==> src/rtl/eth_rx_frame_classifier.sv <==
`default_nettype none
// ============================================================================
// Module      : eth_rx_frame_classifier
// Description : Byte-serial Ethernet receive front end. Strips preamble/SFD,
//               captures HDR_BYTES header bytes, classifies the frame as
//               ARP request / ICMP echo request / UDP / unmatched against
//               FPGA_MAC and FPGA_IP, forwards post-header bytes (including
//               the 4 FCS bytes) as a payload stream and reports per-frame
//               status.
//               Optional CRC-32 FCS checking: define ETH_RX_FCS_CHECK_EN.
//               Without it every non-runt frame reports o_fcs_ok=1.
// Ports       : i_clk, i_reset (async, active-high)
//               i_data/i_valid/i_last  : PHY byte stream, gaps allowed
//               o_hdr/o_hdr_valid/o_class : captured header + classification
//               o_pay_data/o_pay_valid/o_pay_last : payload stream (1 cycle)
//               o_frame_done/o_fcs_ok/o_runt : end-of-frame status
//               o_drop_cnt : runt / FCS-bad / unmatched frame counter
// Revision    : 1.0 - initial release
// ============================================================================
module eth_rx_frame_classifier #(
    parameter logic [47:0] FPGA_MAC     = 48'h211abcdef112,
    parameter logic [31:0] FPGA_IP      = 32'hC0000186,
    parameter int          HDR_BYTES    = 42,
    parameter bit          ACCEPT_BCAST = 1'b1
) (
    input  logic                   i_clk,
    input  logic                   i_reset,
    input  logic [7:0]             i_data,
    input  logic                   i_valid,
    input  logic                   i_last,
    output logic [HDR_BYTES*8-1:0] o_hdr,
    output logic                   o_hdr_valid,
    output logic [1:0]             o_class,
    output logic [7:0]             o_pay_data,
    output logic                   o_pay_valid,
    output logic                   o_pay_last,
    output logic                   o_frame_done,
    output logic                   o_fcs_ok,
    output logic                   o_runt,
    output logic [15:0]            o_drop_cnt
);

    localparam int              c_HB       = HDR_BYTES * 8;
    localparam int              c_CW       = $clog2(HDR_BYTES + 1);
    localparam logic [c_CW-1:0] c_LAST_HDR = c_CW'(HDR_BYTES - 1);

    localparam logic [1:0] c_IDLE = 2'd0;
    localparam logic [1:0] c_PRE  = 2'd1;
    localparam logic [1:0] c_HDR  = 2'd2;
    localparam logic [1:0] c_PAY  = 2'd3;

    localparam logic [1:0] c_CLS_NONE = 2'd0;
    localparam logic [1:0] c_CLS_ARP  = 2'd1;
    localparam logic [1:0] c_CLS_ICMP = 2'd2;
    localparam logic [1:0] c_CLS_UDP  = 2'd3;

    logic [1:0]      r_state;
    logic [c_CW-1:0] r_cnt;
    logic [c_HB-9:0] r_shift;      // holds the most recent HDR_BYTES-1 bytes
    logic [c_HB-1:0] r_hdr;
    logic            r_hdr_valid;
    logic [1:0]      r_class;
    logic [7:0]      r_pay_data;
    logic            r_pay_valid;
    logic            r_pay_last;
    logic            r_frame_done;
    logic            r_fcs_ok;
    logic            r_runt;
    logic [15:0]     r_drop_cnt;

    logic [c_HB-1:0] w_hdr_next;
    logic            w_fcs_ok;
    logic            w_dst_ok;
    logic            w_dst_arp;
    logic            w_arp;
    logic            w_ipv4;
    logic            w_icmp;
    logic            w_udp;
    logic [1:0]      w_class;

    // Header including the byte currently on i_data; the shift register is
    // kept apart from r_hdr so o_hdr stays stable while the next frame's
    // header is being collected.
    assign w_hdr_next = {r_shift, i_data};

    // Extract n (<=6) bytes starting at header byte index 'at', big-endian,
    // right-aligned in the result.
    function automatic logic [47:0] f_fld(input logic [c_HB-1:0] h,
                                          input int at, input int n);
        logic [47:0] r;
        r = '0;
        for (int k = 0; k < n; k++) begin
            r = {r[39:0], h[c_HB-1-8*(at+k) -: 8]};
        end
        return r;
    endfunction

    assign w_dst_ok  = (f_fld(w_hdr_next, 0, 6) == FPGA_MAC);
    assign w_dst_arp = w_dst_ok ||
                       (ACCEPT_BCAST && (f_fld(w_hdr_next, 0, 6) == 48'hffff_ffff_ffff));

    assign w_arp  = w_dst_arp
                 && (f_fld(w_hdr_next, 12, 2) == 48'h0806)
                 && (f_fld(w_hdr_next, 14, 2) == 48'h0001)
                 && (f_fld(w_hdr_next, 16, 2) == 48'h0800)
                 && (f_fld(w_hdr_next, 20, 2) == 48'h0001)
                 && (f_fld(w_hdr_next, 32, 6) == FPGA_MAC)
                 && (f_fld(w_hdr_next, 38, 4) == 48'(FPGA_IP));

    assign w_ipv4 = w_dst_ok
                 && (f_fld(w_hdr_next, 12, 2) == 48'h0800)
                 && (f_fld(w_hdr_next, 14, 1) == 48'h45)
                 && (f_fld(w_hdr_next, 30, 4) == 48'(FPGA_IP));

    assign w_icmp = w_ipv4
                 && (f_fld(w_hdr_next, 23, 1) == 48'h01)
                 && (f_fld(w_hdr_next, 34, 2) == 48'h0800);

    assign w_udp  = w_ipv4 && (f_fld(w_hdr_next, 23, 1) == 48'h11);

    always_comb begin
        w_class = c_CLS_NONE;
        if (w_arp) begin
            w_class = c_CLS_ARP;
        end else if (w_icmp) begin
            w_class = c_CLS_ICMP;
        end else if (w_udp) begin
            w_class = c_CLS_UDP;
        end
    end

`ifdef ETH_RX_FCS_CHECK_EN
    logic [31:0] r_crc;
    logic [31:0] w_crc_next;

    // Reflected CRC-32, one byte, LSB first.
    function automatic logic [31:0] f_crc8(input logic [31:0] crc, input logic [7:0] d);
        logic [31:0] c;
        c = crc ^ {24'h0, d};
        for (int k = 0; k < 8; k++) begin
            c = c[0] ? ((c >> 1) ^ 32'hEDB88320) : (c >> 1);
        end
        return c;
    endfunction

    assign w_crc_next = f_crc8(r_crc, i_data);
    // Running the CRC across the received FCS leaves the fixed residue.
    assign w_fcs_ok   = (w_crc_next == 32'hDEBB20E3);

    always_ff @(posedge i_clk or posedge i_reset) begin
        if (i_reset) begin
            r_crc <= 32'hFFFF_FFFF;
        end else if (i_valid) begin
            if (r_state == c_PRE && i_data == 8'hD5) begin
                r_crc <= 32'hFFFF_FFFF;
            end else if (r_state == c_HDR || r_state == c_PAY) begin
                r_crc <= w_crc_next;
            end
        end
    end
`else
    assign w_fcs_ok = 1'b1;
`endif

    always_ff @(posedge i_clk or posedge i_reset) begin
        if (i_reset) begin
            r_state      <= c_IDLE;
            r_cnt        <= '0;
            r_shift      <= '0;
            r_hdr        <= '0;
            r_hdr_valid  <= 1'b0;
            r_class      <= c_CLS_NONE;
            r_pay_data   <= 8'h00;
            r_pay_valid  <= 1'b0;
            r_pay_last   <= 1'b0;
            r_frame_done <= 1'b0;
            r_fcs_ok     <= 1'b0;
            r_runt       <= 1'b0;
            r_drop_cnt   <= 16'h0000;
        end else begin
            r_hdr_valid  <= 1'b0;
            r_pay_valid  <= 1'b0;
            r_pay_last   <= 1'b0;
            r_frame_done <= 1'b0;
            if (i_valid) begin
                case (r_state)
                    c_IDLE: begin
                        if (i_data == 8'h55) begin
                            r_state <= c_PRE;
                        end
                    end
                    c_PRE: begin
                        if (i_data == 8'hD5) begin
                            r_state <= c_HDR;
                            r_cnt   <= '0;
                        end else if (i_data != 8'h55) begin
                            r_state <= c_IDLE;
                        end
                    end
                    c_HDR: begin
                        r_shift <= w_hdr_next[c_HB-9:0];
                        if (i_last) begin
                            // Frame ended inside the header: runt.
                            r_state      <= c_IDLE;
                            r_frame_done <= 1'b1;
                            r_runt       <= 1'b1;
                            r_fcs_ok     <= 1'b0;
                            r_drop_cnt   <= r_drop_cnt + 16'd1;
                        end else begin
                            r_cnt <= r_cnt + c_CW'(1);
                            if (r_cnt == c_LAST_HDR) begin
                                r_state     <= c_PAY;
                                r_hdr       <= w_hdr_next;
                                r_class     <= w_class;
                                r_hdr_valid <= 1'b1;
                            end
                        end
                    end
                    default: begin // c_PAY
                        if (r_class != c_CLS_NONE) begin
                            r_pay_data  <= i_data;
                            r_pay_valid <= 1'b1;
                            r_pay_last  <= i_last;
                        end
                        if (i_last) begin
                            r_state      <= c_IDLE;
                            r_frame_done <= 1'b1;
                            r_runt       <= 1'b0;
                            r_fcs_ok     <= w_fcs_ok;
                            if (!w_fcs_ok || r_class == c_CLS_NONE) begin
                                r_drop_cnt <= r_drop_cnt + 16'd1;
                            end
                        end
                    end
                endcase
            end
        end
    end

    assign o_hdr        = r_hdr;
    assign o_hdr_valid  = r_hdr_valid;
    assign o_class      = r_class;
    assign o_pay_data   = r_pay_data;
    assign o_pay_valid  = r_pay_valid;
    assign o_pay_last   = r_pay_last;
    assign o_frame_done = r_frame_done;
    assign o_fcs_ok     = r_fcs_ok;
    assign o_runt       = r_runt;
    assign o_drop_cnt   = r_drop_cnt;

endmodule
`default_nettype wire

==> config.mk <==
export PLATFORM = sky130hd
export DESIGN_NAME = eth_rx_frame_classifier
export DESIGN_NICKNAME = d
export VERILOG_FILES = /design/src/rtl/eth_rx_frame_classifier.sv
export SDC_FILE = /design/constraint.sdc
export NUM_CORES = 2
export LEC_CHECK = 0
export ABC_AREA = 1
export CORE_UTILIZATION = 65
export DETAILED_ROUTE_END_ITERATION = 8
export DONT_BUFFER_PORTS = 1
export GPL_TIMING_DRIVEN = 1
export MAX_ROUTING_LAYER = met4
export PLACE_DENSITY_LB_ADDON = 0.05
export SLEW_MARGIN = 20
export SYNTH_ARGS = -nofsm -noshare
export SYNTH_HDL_FRONTEND = slang
export SYNTH_SLANG_ARGS = --single-unit
==> constraint.sdc <==
create_clock -name i_clk -period 36.5 [get_ports i_clk]
set_input_delay 1.825 -clock i_clk [delete_from_list [all_inputs] [get_ports i_clk]]
set_output_delay 1.825 -clock i_clk [all_outputs]
set_load 0.1 [all_outputs]
==> flow_summary_export.csv <==
group,metric,value,unit
route,ant_nets,0,
critical_path,worst_path_most_repeated_cell,"buf_4",
logic_synthesis,synth_seq_cells,704,
critical_path,end_kind,"flip-flop",
clock_tree,cts-root-buf,"clkbuf_16",
sta,finalCritPeriodShare,0.141,
sta,fin_worst_skew,0.0138,ns
final_layout,fillers,3261,
final_layout,final_core_util,0.714,
critical_path,regToRegEndpoint,"o_hdr[110]",
critical_path,path_max_fanout,178,
placement,dp_hpwl,42400,microns
logic_synthesis,yosys.area.top_type,"dfrtp_1",
final_layout,layout_commonest_cell,"nand2_1",
status,status,"completed",
route,drt-wirelength-per-cell,18.1,microns
final_layout,nets,2867,
pwr,p_leak,14.8,nW
clock_tree,clockBufferDepth,3,
logic_synthesis,yosysUniqueCellTypes,34,
placement,portBuffers,0,
sta,final.min_clock_period,5.13,ns
route,drt-total-wl,62900,microns
route,route.met2.wl,29000,microns
critical_path,startpoint_type,"input pin",
floorplan,start_util,0.663,
critical_path,path_buf_inv,4,
final_layout,seq_area,17600,sq um
critical_path,cp_slowest_cell,"buf_4",
global_routing,overflow,0,
floorplan,rows,76,
critical_path,ff2ff_setup_slack,32.01,ns
clock_tree,postCtsHoldBufs,0,
sta,rsz0062_at_grt,"false",
route,dr_wl_met3,5390,microns
critical_path,max_stage_delay,0.90,ns
final_layout,multi_input_area,8770,sq um
final_layout,instances_no_fill,3481,
logic_synthesis,ys.warnings.count,0,
floorplan,die_h,212,microns
sta,worst_slew_margin_rel,0.209,
critical_path,path_cells,"inv_2, nor2_4, nand2_8, buf_4, buf_12, buf_4, nand2_1, o21ai_2",
route,via_per_inst,5.42,
global_routing,grt_pass1_wl,99400,microns
sta,hold_viol_final,0,
critical_path,crit_type,"input pin to flip-flop",
worst_hold_path,hold_end,"r_shift[84]",
global_routing,grt_max_degree,297,
placement,dp_cells,3362,
critical_path,cp.arrival,5.64,ns
final_layout,syn2layout_area_growth,7.72,%
route,drc,0,
logic_synthesis,mappedNetlistNets,2923,
route,wl_met1,26400,microns
route,initialDrtViolationCount,1603,
sta,fin_setup_tns,0,ns
sta,setup_viol,0,
route,highest_layer,"met4",
clock_tree,clock_sinks,704,
global_routing,grt_util_all_layers,0.293,
flow_run,cap_violations,0,
route,vias,18900,
global_routing,antenna_found_initial,0,
final_layout,drive_gt1_frac,0.162,
sta,tightest_slew,1.19,ns
critical_path,rr_worst_depth,9,
pwr,p_per_area,52.6,nW/um^2
clock_tree,cts_tree,"yes",
worst_hold_path,hp-class,"flip-flop to flip-flop",
worst_hold_path,hp-start,"r_shift[76]",
logic_synthesis,netlist_instances,2908,
final_layout,layout_common_cells,"774 x nand2_1, 704 x dfrtp_1, 361 x inv_1",
floorplan,io_pins,380,
logic_synthesis,syn_area,28700,sq um
pwr,total_power,0.00163,W
route,first_pass_iters,6,
floorplan,die_x,212,microns
floorplan,placeableCoreArea,43400,sq um
clock_tree,worstSkewPairLatency,0.59,ns
logic_synthesis,syn_avg_cell_area,9.88,sq um
critical_path,critPathTopFamily,"buffers and inverters",
clock_tree,cts_buffers,72,
global_routing,grt_pass1_vias,18500,
placement,gp_congestion,0.863,
logic_synthesis,synth_seq_area_share,0.613,
clock_tree,cts_setup_buffers,0,
critical_path,cp_data_required_time,37.00,ns
clock_tree,cts_resized,0,
sta,maxSlewViolCount,0,
logic_synthesis,synthTopCellsByArea,"dfrtp_1 61%, nand2_1 10%, o21ai_2 9.8%, o21ai_0 6.0%, inv_1 4.7%",
logic_synthesis,yosysTopAreaCellShare,0.613,
floorplan,dieArea,45000,sq um
critical_path,r2r_start,"r_state[0]",
final_layout,diodes,0,
worst_hold_path,worstHoldPathCells,2,
clock_tree,cts_htree_levels,3,
pwr,ir_drop,0.0347,mV
clock_tree,clk_pin_slew,0.06,ns
sta,clock.fmax,195,MHz
sta,hold_slack,0.477,ns
-- worst reg2reg max path: stages (launching register included) --
cell and delay (ns):
dfrtp_1 0.56, nor2_4 0.12, nand2_2 0.12, nor2_4 0.06, nand2_8 0.53, buf_4 0.91, buf_12 0.76, buf_4 1.03
nand2_1 0.20, o21ai_2 0.10
-- state kept, by name (all words and copies together), names as in the netlist --
| name | cells |
|---|---|
| o_class | 2 |
| o_drop_cnt | 16 |
| o_fcs_ok | 1 |
| o_frame_done | 1 |
| o_hdr | 336 |
| o_hdr_valid | 1 |
| o_pay_data | 8 |
| o_pay_last | 1 |
| o_pay_valid | 1 |
| o_runt | 1 |
| r_cnt | 6 |
| r_shift | 328 |
| r_state | 2 |
-- cells by family after synthesis --
group / Yosys count / share of synthesized area
simple gates: 982 / 0.136
flops: 704 / 0.613
xor+xnor: 15 / 0.00457
fa+ha+maj: 3 / 0.00131
mux: 1 / 0.000392
compound gates: 690 / 0.163
buf+inv: 513 / 0.0819
-- metrics by stage --
stage,worst slack [ns],area (sq um)
after floorplan,14.93,28700
after global placement,30.95,28700
after detailed placement,30.84,28700
after CTS,31.45,30900
after global routing,31.09,30900
final,31.37,30900
-- how the worst max path moves through the flow --
stage / from / to / slack, ns / cells after the start
6_report: i_valid / o_hdr[110] / 31.37 / 8
3_3_place_gp: i_valid / o_hdr[104] / 30.95 / 8
4_1_cts: i_valid / o_hdr[110] / 31.45 / 8
3_5_place_dp: i_valid / o_hdr[110] / 30.84 / 8
2_1_floorplan: i_reset / o_class[0] / 14.93 / 1
5_1_grt: i_valid / o_hdr[127] / 31.09 / 8
-- layer usage --
layer / global-route usage / vias to the layer above
li1: - / 9023
met2: 0.438 / 505
met3: 0.0972 / 122
met1: 0.380 / 9219
met5: - / -
met4: 0.0958 / 0
-- cell usage after synthesis --
| library cell | instances |
|---|---|
| nand2_1 | 774 |
| dfrtp_1 | 704 |
| inv_1 | 362 |
| o21ai_0 | 343 |
| o21ai_2 | 320 |
| nor2_1 | 135 |
| buf_2 | 57 |
| buf_6 | 39 |
| clkbuf_1 | 35 |
| nand3_1 | 23 |
| nand4_1 | 21 |
| buf_4 | 17 |
| a21oi_1 | 13 |
| xor2_1 | 12 |
| o21ai_1 | 10 |
| nor2_4 | 7 |
| nor3_1 | 6 |
| nand2_2 | 5 |
| ha_1 | 3 |
| inv_2 | 3 |
| xnor2_1 | 3 |
| nand2_4 | 2 |
| nand3b_1 | 2 |
| nor2_2 | 2 |
| a2bb2oi_1 | 1 |
| mux2_2 | 1 |
| nand3_4 | 1 |
| nor3_2 | 1 |
| nor3_4 | 1 |
| nor4_2 | 1 |
| o211ai_1 | 1 |
| o21ba_2 | 1 |
| o32ai_1 | 1 |
| or2_2 | 1 |
-- area by class of cell --
cell class                      count  area share
Clock buffer                      108      0.0704
Clock inverter                     10     0.00251
Inverter                          365      0.0445
Multi-Input combinational cell   1691       0.283
Sequential cell                   704       0.569
Tap cell                          585      0.0237
Timing Repair Buffer               18     0.00635
-- power breakdown --
group | switching (W) | leakage, nW | internal (W)
logic | 0.0000561 | 4.61 | 0.0000179
clock network | 0.000291 | 1.12 | 0.000416
registers | 0.0000317 | 9.04 | 0.000815
(Power assumes the default switching activity.)
